## src/rtl/id_ex_if.sv

```systemverilog
// ID/EX stage bundle: IF/ID input, register-file port, write-back port and EX outputs.
interface id_ex_if;
    // IF/ID side
    logic        id_valid;
    logic [31:0] id_instr;
    logic [31:0] id_pc;
    logic        flush;
    logic        id_stall;
    // Register-file read port
    logic [4:0]  rf_raddr1;
    logic [4:0]  rf_raddr2;
    logic [31:0] rf_rdata1;
    logic [31:0] rf_rdata2;
    // Write-back port
    logic        wb_we;
    logic [4:0]  wb_waddr;
    logic [31:0] wb_wdata;
    // EX pipeline register outputs
    logic        ex_valid;
    logic [31:0] ex_pc;
    logic [31:0] ex_rs_data;
    logic [31:0] ex_rt_data;
    logic [31:0] ex_imm;
    logic [4:0]  ex_rs;
    logic [4:0]  ex_rt;
    logic [4:0]  ex_dest;
    logic [1:0]  ex_alu_op;
    logic [5:0]  ex_funct;
    logic        ex_alu_src;
    logic        ex_mem_read;
    logic        ex_mem_write;
    logic        ex_reg_write;
    logic        ex_branch;
    logic        ex_illegal;

    // Driver of the pipeline around the stage
    modport master (
        output id_valid, id_instr, id_pc, flush, rf_rdata1, rf_rdata2,
               wb_we, wb_waddr, wb_wdata,
        input  rf_raddr1, rf_raddr2, id_stall,
               ex_valid, ex_pc, ex_rs_data, ex_rt_data, ex_imm, ex_rs, ex_rt, ex_dest,
               ex_alu_op, ex_funct, ex_alu_src, ex_mem_read, ex_mem_write,
               ex_reg_write, ex_branch, ex_illegal
    );

    // The decode stage itself
    modport slave (
        input  id_valid, id_instr, id_pc, flush, rf_rdata1, rf_rdata2,
               wb_we, wb_waddr, wb_wdata,
        output rf_raddr1, rf_raddr2, id_stall,
               ex_valid, ex_pc, ex_rs_data, ex_rt_data, ex_imm, ex_rs, ex_rt, ex_dest,
               ex_alu_op, ex_funct, ex_alu_src, ex_mem_read, ex_mem_write,
               ex_reg_write, ex_branch, ex_illegal
    );
endinterface

```

## src/rtl/id_ex_stage.sv

```systemverilog
// MIPS decode stage with operand read/bypass, load-use stall and ID/EX pipeline register.
module id_ex_stage #(
    parameter logic [31:0] RESET_PC = 32'h0000_0000
) (
    input  logic clk,
    input  logic reset,
    id_ex_if.slave bus
);
    localparam int unsigned XLEN = 32;
    localparam int unsigned RW   = 5;

    localparam logic [5:0] OP_RTYPE = 6'h00;
    localparam logic [5:0] OP_ADDI  = 6'h08;
    localparam logic [5:0] OP_LW    = 6'h23;
    localparam logic [5:0] OP_SW    = 6'h2B;
    localparam logic [5:0] OP_BEQ   = 6'h04;

    localparam logic [1:0] ALU_ADD   = 2'b00;
    localparam logic [1:0] ALU_SUB   = 2'b01;
    localparam logic [1:0] ALU_FUNCT = 2'b10;

    logic [5:0]      opcode;
    logic [RW-1:0]   rs, rt, rd;
    logic [XLEN-1:0] imm_sext;

    logic [RW-1:0]   dec_dest;
    logic [1:0]      dec_alu_op;
    logic [5:0]      dec_funct;
    logic            dec_alu_src, dec_mem_read, dec_mem_write;
    logic            dec_reg_write, dec_branch, dec_illegal, dec_uses_rt;

    logic            hazard;
    logic            stall;

    logic            ex_valid_q, ex_valid_d;
    logic [XLEN-1:0] ex_pc_q, ex_pc_d;
    logic [XLEN-1:0] ex_rs_data_q, ex_rs_data_d;
    logic [XLEN-1:0] ex_rt_data_q, ex_rt_data_d;
    logic [XLEN-1:0] ex_imm_q, ex_imm_d;
    logic [RW-1:0]   ex_rs_q, ex_rs_d;
    logic [RW-1:0]   ex_rt_q, ex_rt_d;
    logic [RW-1:0]   ex_dest_q, ex_dest_d;
    logic [1:0]      ex_alu_op_q, ex_alu_op_d;
    logic [5:0]      ex_funct_q, ex_funct_d;
    logic            ex_alu_src_q, ex_alu_src_d;
    logic            ex_mem_read_q, ex_mem_read_d;
    logic            ex_mem_write_q, ex_mem_write_d;
    logic            ex_reg_write_q, ex_reg_write_d;
    logic            ex_branch_q, ex_branch_d;
    logic            ex_illegal_q, ex_illegal_d;

    // Register 0 reads as zero; a same-cycle write-back overrides the stale array value.
    function automatic logic [XLEN-1:0] read_operand(
        input logic [RW-1:0]   addr,
        input logic [XLEN-1:0] rdata,
        input logic            we,
        input logic [RW-1:0]   waddr,
        input logic [XLEN-1:0] wdata
    );
        if (addr == '0)                  return '0;
        else if (we && (waddr == addr))  return wdata;
        else                             return rdata;
    endfunction

    assign opcode   = bus.id_instr[31:26];
    assign rs       = bus.id_instr[25:21];
    assign rt       = bus.id_instr[20:16];
    assign rd       = bus.id_instr[15:11];
    assign imm_sext = {{(XLEN-16){bus.id_instr[15]}}, bus.id_instr[15:0]};

    assign bus.rf_raddr1 = rs;
    assign bus.rf_raddr2 = rt;

    // Instruction decode into EX controls; unknown opcodes flag illegal only.
    always_comb begin
        dec_dest      = '0;
        dec_alu_op    = ALU_ADD;
        dec_funct     = '0;
        dec_alu_src   = 1'b0;
        dec_mem_read  = 1'b0;
        dec_mem_write = 1'b0;
        dec_reg_write = 1'b0;
        dec_branch    = 1'b0;
        dec_illegal   = 1'b0;
        dec_uses_rt   = 1'b0;
        unique case (opcode)
            OP_RTYPE: begin
                dec_dest      = rd;
                dec_reg_write = 1'b1;
                dec_alu_op    = ALU_FUNCT;
                dec_funct     = bus.id_instr[5:0];
                dec_uses_rt   = 1'b1;
            end
            OP_ADDI: begin
                dec_dest      = rt;
                dec_alu_src   = 1'b1;
                dec_reg_write = 1'b1;
            end
            OP_LW: begin
                dec_dest      = rt;
                dec_alu_src   = 1'b1;
                dec_mem_read  = 1'b1;
                dec_reg_write = 1'b1;
            end
            OP_SW: begin
                dec_alu_src   = 1'b1;
                dec_mem_write = 1'b1;
                dec_uses_rt   = 1'b1;
            end
            OP_BEQ: begin
                dec_branch    = 1'b1;
                dec_alu_op    = ALU_SUB;
                dec_uses_rt   = 1'b1;
            end
            default: dec_illegal = 1'b1;
        endcase
        // Writes to $0 are dropped at decode so later stages never see them.
        if (dec_dest == '0) dec_reg_write = 1'b0;
    end

    // Load-use hazard against the load currently in EX; a flush suppresses the stall.
    assign hazard = bus.id_valid && ex_valid_q && ex_mem_read_q && (ex_dest_q != '0) &&
                    ((ex_dest_q == rs) || (dec_uses_rt && (ex_dest_q == rt)));
    assign stall        = hazard && !bus.flush;
    assign bus.id_stall = stall;

    // Next EX register contents: bubble on flush/stall, else the decoded instruction.
    always_comb begin
        ex_valid_d     = 1'b0;
        ex_pc_d        = '0;
        ex_rs_data_d   = '0;
        ex_rt_data_d   = '0;
        ex_imm_d       = '0;
        ex_rs_d        = '0;
        ex_rt_d        = '0;
        ex_dest_d      = '0;
        ex_alu_op_d    = '0;
        ex_funct_d     = '0;
        ex_alu_src_d   = 1'b0;
        ex_mem_read_d  = 1'b0;
        ex_mem_write_d = 1'b0;
        ex_reg_write_d = 1'b0;
        ex_branch_d    = 1'b0;
        ex_illegal_d   = 1'b0;
        if (!bus.flush && !stall) begin
            ex_valid_d   = bus.id_valid;
            ex_pc_d      = bus.id_pc;
            ex_rs_data_d = read_operand(rs, bus.rf_rdata1, bus.wb_we, bus.wb_waddr, bus.wb_wdata);
            ex_rt_data_d = read_operand(rt, bus.rf_rdata2, bus.wb_we, bus.wb_waddr, bus.wb_wdata);
            ex_imm_d     = imm_sext;
            ex_rs_d      = rs;
            ex_rt_d      = rt;
            ex_dest_d    = dec_dest;
            if (bus.id_valid) begin
                ex_alu_op_d    = dec_alu_op;
                ex_funct_d     = dec_funct;
                ex_alu_src_d   = dec_alu_src;
                ex_mem_read_d  = dec_mem_read;
                ex_mem_write_d = dec_mem_write;
                ex_reg_write_d = dec_reg_write;
                ex_branch_d    = dec_branch;
                ex_illegal_d   = dec_illegal;
            end
        end
    end

    // ID/EX pipeline register with asynchronous reset.
    always_ff @(posedge clk or posedge reset) begin
        if (reset) begin
            ex_valid_q     <= 1'b0;
            ex_pc_q        <= RESET_PC;
            ex_rs_data_q   <= '0;
            ex_rt_data_q   <= '0;
            ex_imm_q       <= '0;
            ex_rs_q        <= '0;
            ex_rt_q        <= '0;
            ex_dest_q      <= '0;
            ex_alu_op_q    <= '0;
            ex_funct_q     <= '0;
            ex_alu_src_q   <= 1'b0;
            ex_mem_read_q  <= 1'b0;
            ex_mem_write_q <= 1'b0;
            ex_reg_write_q <= 1'b0;
            ex_branch_q    <= 1'b0;
            ex_illegal_q   <= 1'b0;
        end else begin
            ex_valid_q     <= ex_valid_d;
            ex_pc_q        <= ex_pc_d;
            ex_rs_data_q   <= ex_rs_data_d;
            ex_rt_data_q   <= ex_rt_data_d;
            ex_imm_q       <= ex_imm_d;
            ex_rs_q        <= ex_rs_d;
            ex_rt_q        <= ex_rt_d;
            ex_dest_q      <= ex_dest_d;
            ex_alu_op_q    <= ex_alu_op_d;
            ex_funct_q     <= ex_funct_d;
            ex_alu_src_q   <= ex_alu_src_d;
            ex_mem_read_q  <= ex_mem_read_d;
            ex_mem_write_q <= ex_mem_write_d;
            ex_reg_write_q <= ex_reg_write_d;
            ex_branch_q    <= ex_branch_d;
            ex_illegal_q   <= ex_illegal_d;
        end
    end

    assign bus.ex_valid     = ex_valid_q;
    assign bus.ex_pc        = ex_pc_q;
    assign bus.ex_rs_data   = ex_rs_data_q;
    assign bus.ex_rt_data   = ex_rt_data_q;
    assign bus.ex_imm       = ex_imm_q;
    assign bus.ex_rs        = ex_rs_q;
    assign bus.ex_rt        = ex_rt_q;
    assign bus.ex_dest      = ex_dest_q;
    assign bus.ex_alu_op    = ex_alu_op_q;
    assign bus.ex_funct     = ex_funct_q;
    assign bus.ex_alu_src   = ex_alu_src_q;
    assign bus.ex_mem_read  = ex_mem_read_q;
    assign bus.ex_mem_write = ex_mem_write_q;
    assign bus.ex_reg_write = ex_reg_write_q;
    assign bus.ex_branch    = ex_branch_q;
    assign bus.ex_illegal   = ex_illegal_q;
endmodule

```

## src/flat_wrapper.sv

```systemverilog
// flat-port wrapper written by rule: the top's interface ports become plain ports
module id_ex_stage_flat 
#(
    parameter logic [31:0] RESET_PC = 32'h0000_0000
)
  (clk, reset, bus_id_valid, bus_id_instr, bus_id_pc, bus_flush, bus_rf_rdata1, bus_rf_rdata2, bus_wb_we, bus_wb_waddr, bus_wb_wdata, bus_rf_raddr1, bus_rf_raddr2, bus_id_stall, bus_ex_valid, bus_ex_pc, bus_ex_rs_data, bus_ex_rt_data, bus_ex_imm, bus_ex_rs, bus_ex_rt, bus_ex_dest, bus_ex_alu_op, bus_ex_funct, bus_ex_alu_src, bus_ex_mem_read, bus_ex_mem_write, bus_ex_reg_write, bus_ex_branch, bus_ex_illegal);
  id_ex_if bus_i ();
  input  logic clk;
  input  logic reset;
  input wire logic [$bits(bus_i.id_valid)-1:0] bus_id_valid;
  input wire logic [$bits(bus_i.id_instr)-1:0] bus_id_instr;
  input wire logic [$bits(bus_i.id_pc)-1:0] bus_id_pc;
  input wire logic [$bits(bus_i.flush)-1:0] bus_flush;
  input wire logic [$bits(bus_i.rf_rdata1)-1:0] bus_rf_rdata1;
  input wire logic [$bits(bus_i.rf_rdata2)-1:0] bus_rf_rdata2;
  input wire logic [$bits(bus_i.wb_we)-1:0] bus_wb_we;
  input wire logic [$bits(bus_i.wb_waddr)-1:0] bus_wb_waddr;
  input wire logic [$bits(bus_i.wb_wdata)-1:0] bus_wb_wdata;
  output wire logic [$bits(bus_i.rf_raddr1)-1:0] bus_rf_raddr1;
  output wire logic [$bits(bus_i.rf_raddr2)-1:0] bus_rf_raddr2;
  output wire logic [$bits(bus_i.id_stall)-1:0] bus_id_stall;
  output wire logic [$bits(bus_i.ex_valid)-1:0] bus_ex_valid;
  output wire logic [$bits(bus_i.ex_pc)-1:0] bus_ex_pc;
  output wire logic [$bits(bus_i.ex_rs_data)-1:0] bus_ex_rs_data;
  output wire logic [$bits(bus_i.ex_rt_data)-1:0] bus_ex_rt_data;
  output wire logic [$bits(bus_i.ex_imm)-1:0] bus_ex_imm;
  output wire logic [$bits(bus_i.ex_rs)-1:0] bus_ex_rs;
  output wire logic [$bits(bus_i.ex_rt)-1:0] bus_ex_rt;
  output wire logic [$bits(bus_i.ex_dest)-1:0] bus_ex_dest;
  output wire logic [$bits(bus_i.ex_alu_op)-1:0] bus_ex_alu_op;
  output wire logic [$bits(bus_i.ex_funct)-1:0] bus_ex_funct;
  output wire logic [$bits(bus_i.ex_alu_src)-1:0] bus_ex_alu_src;
  output wire logic [$bits(bus_i.ex_mem_read)-1:0] bus_ex_mem_read;
  output wire logic [$bits(bus_i.ex_mem_write)-1:0] bus_ex_mem_write;
  output wire logic [$bits(bus_i.ex_reg_write)-1:0] bus_ex_reg_write;
  output wire logic [$bits(bus_i.ex_branch)-1:0] bus_ex_branch;
  output wire logic [$bits(bus_i.ex_illegal)-1:0] bus_ex_illegal;
  assign bus_i.id_valid = bus_id_valid;
  assign bus_i.id_instr = bus_id_instr;
  assign bus_i.id_pc = bus_id_pc;
  assign bus_i.flush = bus_flush;
  assign bus_i.rf_rdata1 = bus_rf_rdata1;
  assign bus_i.rf_rdata2 = bus_rf_rdata2;
  assign bus_i.wb_we = bus_wb_we;
  assign bus_i.wb_waddr = bus_wb_waddr;
  assign bus_i.wb_wdata = bus_wb_wdata;
  assign bus_rf_raddr1 = bus_i.rf_raddr1;
  assign bus_rf_raddr2 = bus_i.rf_raddr2;
  assign bus_id_stall = bus_i.id_stall;
  assign bus_ex_valid = bus_i.ex_valid;
  assign bus_ex_pc = bus_i.ex_pc;
  assign bus_ex_rs_data = bus_i.ex_rs_data;
  assign bus_ex_rt_data = bus_i.ex_rt_data;
  assign bus_ex_imm = bus_i.ex_imm;
  assign bus_ex_rs = bus_i.ex_rs;
  assign bus_ex_rt = bus_i.ex_rt;
  assign bus_ex_dest = bus_i.ex_dest;
  assign bus_ex_alu_op = bus_i.ex_alu_op;
  assign bus_ex_funct = bus_i.ex_funct;
  assign bus_ex_alu_src = bus_i.ex_alu_src;
  assign bus_ex_mem_read = bus_i.ex_mem_read;
  assign bus_ex_mem_write = bus_i.ex_mem_write;
  assign bus_ex_reg_write = bus_i.ex_reg_write;
  assign bus_ex_branch = bus_i.ex_branch;
  assign bus_ex_illegal = bus_i.ex_illegal;
  id_ex_stage #(.RESET_PC(RESET_PC)) u_core (.clk(clk), .reset(reset), .bus(bus_i));
endmodule
```

## config.mk

```make
export PLATFORM = sky130hd
export DESIGN_NAME = id_ex_stage_flat
export DESIGN_NICKNAME = d
export VERILOG_FILES = /design/src/rtl/id_ex_if.sv /design/src/rtl/id_ex_stage.sv /design/src/flat_wrapper.sv
export SDC_FILE = /design/constraint.sdc
export NUM_CORES = 1
export LEC_CHECK = 0
export CORE_AREA = 2 2 132 134
export CTS_BUF_LIST = sky130_fd_sc_hd__clkbuf_4
export DETAILED_ROUTE_END_ITERATION = 10
export DIE_AREA = 0 0 134 136
export PLACE_DENSITY = 0.84
export SYNTH_ARGS = -nofsm -noshare
export SYNTH_HDL_FRONTEND = slang
export SYNTH_SLANG_ARGS = --single-unit
```

## constraint.sdc

```tcl
create_clock -name clk -period 10.7 [get_ports clk]
set_input_delay 1.605 -clock clk [delete_from_list [all_inputs] [get_ports clk]]
set_output_delay 1.605 -clock clk [all_outputs]
set_load 0.005 [all_outputs]
```

; Word level (Yosys, flattened, before mapping)
; Index checks and enable logic that the tools add are counted.
[totals]
regBits = 158
in_bits = 170
output_inout_bits = 169
[op_classes]
n_eq_ne = 8
mux = 39
n_reduce_logical = 22
[op_table]
columns = op, n
row1 = $mux W32, 8
row2 = $mux W1, 21
row3 = $eq A5 B5 Y1, 4
row4 = $mux W6, 3
row5 = $logic_not A5 Y1, 3
row6 = $mux W5, 3
row7 = $eq A6 B6 Y1 const B, 2
row8 = $pmux W5 S2, 1
row9 = $logic_and A1 B1 Y1, 9
row10 = $reduce_or A3 Y1, 3
row11 = $eq A6 B3 Y1 const B, 1
row12 = $eq A6 B4 Y1 const B, 1
row13 = $logic_not A6 Y1, 1
row14 = $reduce_bool A5 Y1, 1
row15 = $reduce_or A5 Y1, 1
row16 = $mux W2, 2
row17 = $pmux W2 S2, 1
row18 = $logic_not A1 Y1, 2
row19 = $reduce_or A2 Y1, 1
row20 = $logic_or A1 B1 Y1, 1

; Longest topological paths before layout
[depth]
word_depth = 10
mapped_depth = 7
depth_no_buf = 5

; Worst setup path before layout
; No wires, ideal clock.
[synth_path]
path_type = in2out
startpoint = input port bus_id_instr[18]
endpoint = output port bus_id_stall
arrival_ns = 2.404
required_ns = 9.095
setup_slack_ns = 6.691
path_stages = 4
path_buffers = 0
path_cell_list = xor2_1 -> nor4_1 -> o2111ai_1 -> a21oi_1
[synth_between]
elab_chain_cells = 5
[synth_lines]
columns = item, line
row1 = from (decl), flat_wrapper.sv:11  ; input wire logic [$bits(bus_i.id_instr)-1:0] bus_id_instr;
row2 = $eq A5 B5 Y1, id_ex_stage.sv:123  ; ((ex_dest_q == rs) || (dec_uses_rt && (ex_dest_q == rt)));
row3 = $logic_and A1 B1 Y1, id_ex_stage.sv:123
row4 = $logic_or A1 B1 Y1, id_ex_stage.sv:123
row5 = $logic_and A1 B1 Y1, id_ex_stage.sv:122  ; assign hazard = bus.id_valid && ex_valid_q && ex_mem_read_q && (ex_dest_q != '0) &&
row6 = $logic_and A1 B1 Y1, id_ex_stage.sv:124  ; assign stall = hazard && !bus.flush;
row7 = to (decl), flat_wrapper.sv:21  ; output wire logic [$bits(bus_i.id_stall)-1:0] bus_id_stall;
; No other way between the ends.

; Final worst setup path
[layout_path]
startpoint = input port bus_id_instr[17]
endpoint = output port bus_id_stall
; The elaborated chain is that of the path after synthesis.

==> impl_metrics.xml <==
<?xml version="1.0" encoding="UTF-8"?>
<metrics>
  <group name="synth">
    <metric name="ys_seq_area_frac" unit="">0.610</metric>
    <metric name="ys.warnings.count" unit="">0</metric>
    <metric name="most_area_consuming_cells_after_synthesis" unit="">dfrtp_1 61%, mux2i_1 11%, and2_1 6.2%, nor2_1 4.0%, buf_4 3.4%</metric>
    <metric name="ys_types" unit="">35</metric>
    <metric name="synthMostInstantiatedCell" unit="">dfrtp_1</metric>
    <metric name="post_synth_instance_area" unit="sq um">5830</metric>
    <metric name="synthDominantCellAreaShare" unit="">0.610</metric>
    <metric name="syn-mean-instance-area" unit="sq um">12.3</metric>
    <metric name="synth_async_sr_flop_share" unit="">1.00</metric>
    <metric name="yosys_register_bits" unit="">142</metric>
    <metric name="yosysTopAreaCell" unit="">dfrtp_1</metric>
    <metric name="synth_cells" unit="">474</metric>
    <metric name="synthTopCellsByCount" unit="">142 x dfrtp_1, 64 x mux2i_1, 62 x nor2_1</metric>
    <metric name="synth_fp_nets" unit="">644</metric>
    <metric name="synth_top_flop_cell" unit="">dfrtp_1</metric>
    <metric name="synth-edff-count" unit="">0</metric>
  </group>
  <group name="power_and_ir_drop">
    <metric name="comb_power_share" unit="">0.176</metric>
    <metric name="power.share.sequential" unit="">0.504</metric>
    <metric name="leakage" unit="nW">3.92</metric>
    <metric name="ir_worst_vdd" unit="V">0.0000757</metric>
    <metric name="power.share.switching" unit="">0.249</metric>
    <metric name="reported_net_switching_power" unit="mW">0.282</metric>
    <metric name="clock_power_share" unit="">0.320</metric>
    <metric name="total_power" unit="mW">1.13</metric>
    <metric name="total_power_per_unit_cell_area" unit="nW/um^2">119</metric>
    <metric name="internal-power" unit="mW">0.848</metric>
  </group>
  <group name="worst_setup_path">
    <metric name="timing.critical_path.fanout_max" unit="">6</metric>
    <metric name="startpoint_type_of_the_worst_setup_path" unit="">input port</metric>
    <metric name="worstPathRequired" unit="ns">9.10</metric>
    <metric name="critical_path_arrival" unit="ns">3.85</metric>
    <metric name="critPathCaptureType" unit="">primary output</metric>
    <metric name="timing.setup.critical_path_class" unit="">input port to primary output</metric>
  </group>
  <group name="timing">
    <metric name="final.setup.tns" unit="ns">0</metric>
    <metric name="slew_violations" unit="">0</metric>
    <metric name="timing_hold_violations_final" unit="">0</metric>
    <metric name="rsz0062_at_grt" unit="">no</metric>
    <metric name="clock.fmax" unit="GHz">0.183</metric>
    <metric name="final.min_clock_period" unit="ns">5.46</metric>
    <metric name="finClkSkew" unit="ns">0.0162</metric>
    <metric name="setup-violations-final" unit="">0</metric>
    <metric name="min_period_over_period" unit="">0.510</metric>
    <metric name="tightestPinTransition" unit="ns">1.06</metric>
    <metric name="worst_slew_margin_rel" unit="">0.291</metric>
    <metric name="hold_ws" unit="ns">1.33</metric>
  </group>
  <group name="hold_path">
    <metric name="hold_class" unit="">flop to flop</metric>
  </group>
  <group name="layout">
    <metric name="layout.nets" unit="">953</metric>
    <metric name="drive_above_1_share" unit="">0.0653</metric>
    <metric name="num_antenna_cells" unit="">0</metric>
    <metric name="syn2layout_area_growth" unit="%">62.4</metric>
    <metric name="final_design_area_no_fill" unit="sq um">9460</metric>
  </group>
  <group name="clock_tree">
    <metric name="clock_insertion_delay_worst_skew" unit="ns">0.53</metric>
    <metric name="register_clock_pin_slew_on_the_reported_worst_setup_and_hold_paths" unit="ns">0.12</metric>
    <metric name="postCtsSetupBuffers" unit="">0</metric>
    <metric name="cts_hold_buf" unit="">0</metric>
    <metric name="htreeDepth" unit="">4</metric>
    <metric name="cts_inserted_buffers" unit="">17</metric>
    <metric name="cts.sinks" unit="">142</metric>
    <metric name="cts_resized" unit="">0</metric>
    <metric name="cts_tree" unit="">done</metric>
    <metric name="cts_root_buf" unit="">clkbuf_4</metric>
    <metric name="clock_tree.buffer_depth" unit="">2</metric>
  </group>
  <group name="global_route">
    <metric name="grt_pass1_wl" unit="um">26300</metric>
    <metric name="number_of_antenna_violations_at_the_first_check_in_global_routing" unit="">0</metric>
    <metric name="first_global_vias" unit="">4675</metric>
    <metric name="pin_count_of_the_biggest_net_entering_global_routing" unit="">78</metric>
    <metric name="globalRouteOverflowTotal" unit="">0</metric>
    <metric name="globalRouteTotalUtil" unit="">0.192</metric>
  </group>
  <group name="flow_run">
    <metric name="max-cap-violations" unit="">0</metric>
  </group>
  <group name="drt">
    <metric name="antenna_violating_nets_post_route" unit="">0</metric>
    <metric name="detailedRoute.firstPassIterationCount" unit="">4</metric>
    <metric name="detail_route.iter0.violations" unit="">232</metric>
    <metric name="vias_per_cell" unit="">4.52</metric>
    <metric name="wl_per_cell" unit="um">17.4</metric>
    <metric name="routed-via-count" unit="">4610</metric>
    <metric name="wl" unit="um">17700</metric>
    <metric name="drc" unit="">0</metric>
  </group>
  <group name="place">
    <metric name="place_area" unit="sq um">9160</metric>
    <metric name="place.port_buffers" unit="">338</metric>
    <metric name="dpl.hpwl" unit="um">13400</metric>
    <metric name="gpl.final_weighted_congestion" unit="">0.860</metric>
  </group>
  <group name="floorplan">
    <metric name="die_w" unit="um">134</metric>
    <metric name="floorplan.die_area" unit="sq um">18200</metric>
    <metric name="initial_core_util" unit="">0.345</metric>
    <metric name="num_io_pins" unit="">339</metric>
    <metric name="dieHeight" unit="um">136</metric>
    <metric name="core" unit="sq um">16900</metric>
    <metric name="placementRows" unit="">48</metric>
  </group>
  <group name="outcome">
    <metric name="run_status" unit="">completed</metric>
  </group>
</metrics>
power by group through the flow:
stage	clock, mW	sequential, mW	combinational (mW)
after CTS	0.379	0.570	0.202
after global placement	0	0.580	0.198
final	0.361	0.569	0.199
after global routing	0.405	0.572	0.215
after detailed placement	0	0.581	0.201
after floorplan	0	0.584	0.0594
stage by stage:
step / worst slack [ns] / utilization / instances
2_1_floorplan: 5.29 / - / 474
3_3_place_gp: 5.32 / 0.543 / 989
3_5_place_dp: 5.25 / 0.543 / 989
4_1_cts: 5.23 / 0.560 / 1021
5_1_grt: 5.10 / 0.560 / 1021
6_report: 5.24 / 0.560 / 1021
flip-flops by register name (all words and copies together) (netlist names), 2 cells and up:
register and flops:
u_core.bus.ex_rt_data 32, u_core.bus.ex_dest 5, u_core.bus.ex_rs_data 32, u_core.bus.ex_rs 5, u_core.bus.ex_alu_op 2, u_core.bus.ex_pc 32, u_core.bus.ex_imm 16, u_core.bus.ex_rt 5
u_core.bus.ex_funct 6
final cells by class:
type | count | area (sq um)
Fill cell | 1424 | 7420
Sequential cell | 142 | 3550
Timing Repair Buffer | 342 | 3410
Multi-Input combinational cell | 277 | 1900
Tap cell | 225 | 282
Clock inverter | 15 | 170
Clock buffer | 17 | 128
Inverter | 3 | 16.3
cell families after synthesis:
logic type,synth area share
buffers and inverters,0.0662
multiplexers,0.110
AND/OR/NAND/NOR,0.164
AO/OA/AOI/OAI,0.0198
flip-flops,0.610
XOR/XNOR,0.0301
worst max-delay path, cell delays in order:
cell and delay, ns:
clkdlybuf4s50_1 0.54, xor2_1 0.20, nor4_1 0.52, o2111ai_1 0.22, a21oi_1 0.21, clkdlybuf4s50_1 0.55
final timing paths:
| path | start | to | slack (ns) | depth (start not counted) |
|---|---|---|---|---|
| min in group asynchronous | reset | u_core.bus.ex_pc[3]$_DFF_PP0_ | 1.56 | 2 |
| min reg2reg | u_core.bus.ex_valid$_DFF_PP0_ | u_core.bus.ex_valid$_DFF_PP0_ | 1.33 | 5 |
| min | u_core.bus.ex_valid$_DFF_PP0_ | u_core.bus.ex_valid$_DFF_PP0_ | 1.33 | 5 |
| max in group asynchronous | reset | u_core.bus.ex_rs_data[27]$_DFF_PP0_ | 7.83 | 3 |
| max reg2reg | u_core.bus.ex_dest[2]$_DFF_PP0_ | u_core.bus.ex_rs_data[20]$_DFF_PP0_ | 8.06 | 6 |
| max | bus_id_instr[17] | bus_id_stall | 5.24 | 6 |
layout by cell type (no fill, tap or decap), types with 3 or more instances in the layout:
master	instances
clkdlybuf4s50_1	338
dfrtp_1	142
mux2i_1	64
nor2_1	61
and2_1	58
xor2_1	18
clkbuf_4	17
nor2_2	13
nor3_1	10
nand2_1	9
nor4_1	6
a22oi_1	5
or4_1	4
clkinvlp_4	4
clkinv_1	4
buf_4	4
a211oi_1	3
inv_6	3
bufinv_16	3
metal layers:
metal,global-route usage,share of wire
met1,0.215,0.37
met4,0.0656,0.020
met2,0.330,0.50
met5,0,0
met3,0.0820,0.11
Power figures use the tool's default switching activity.
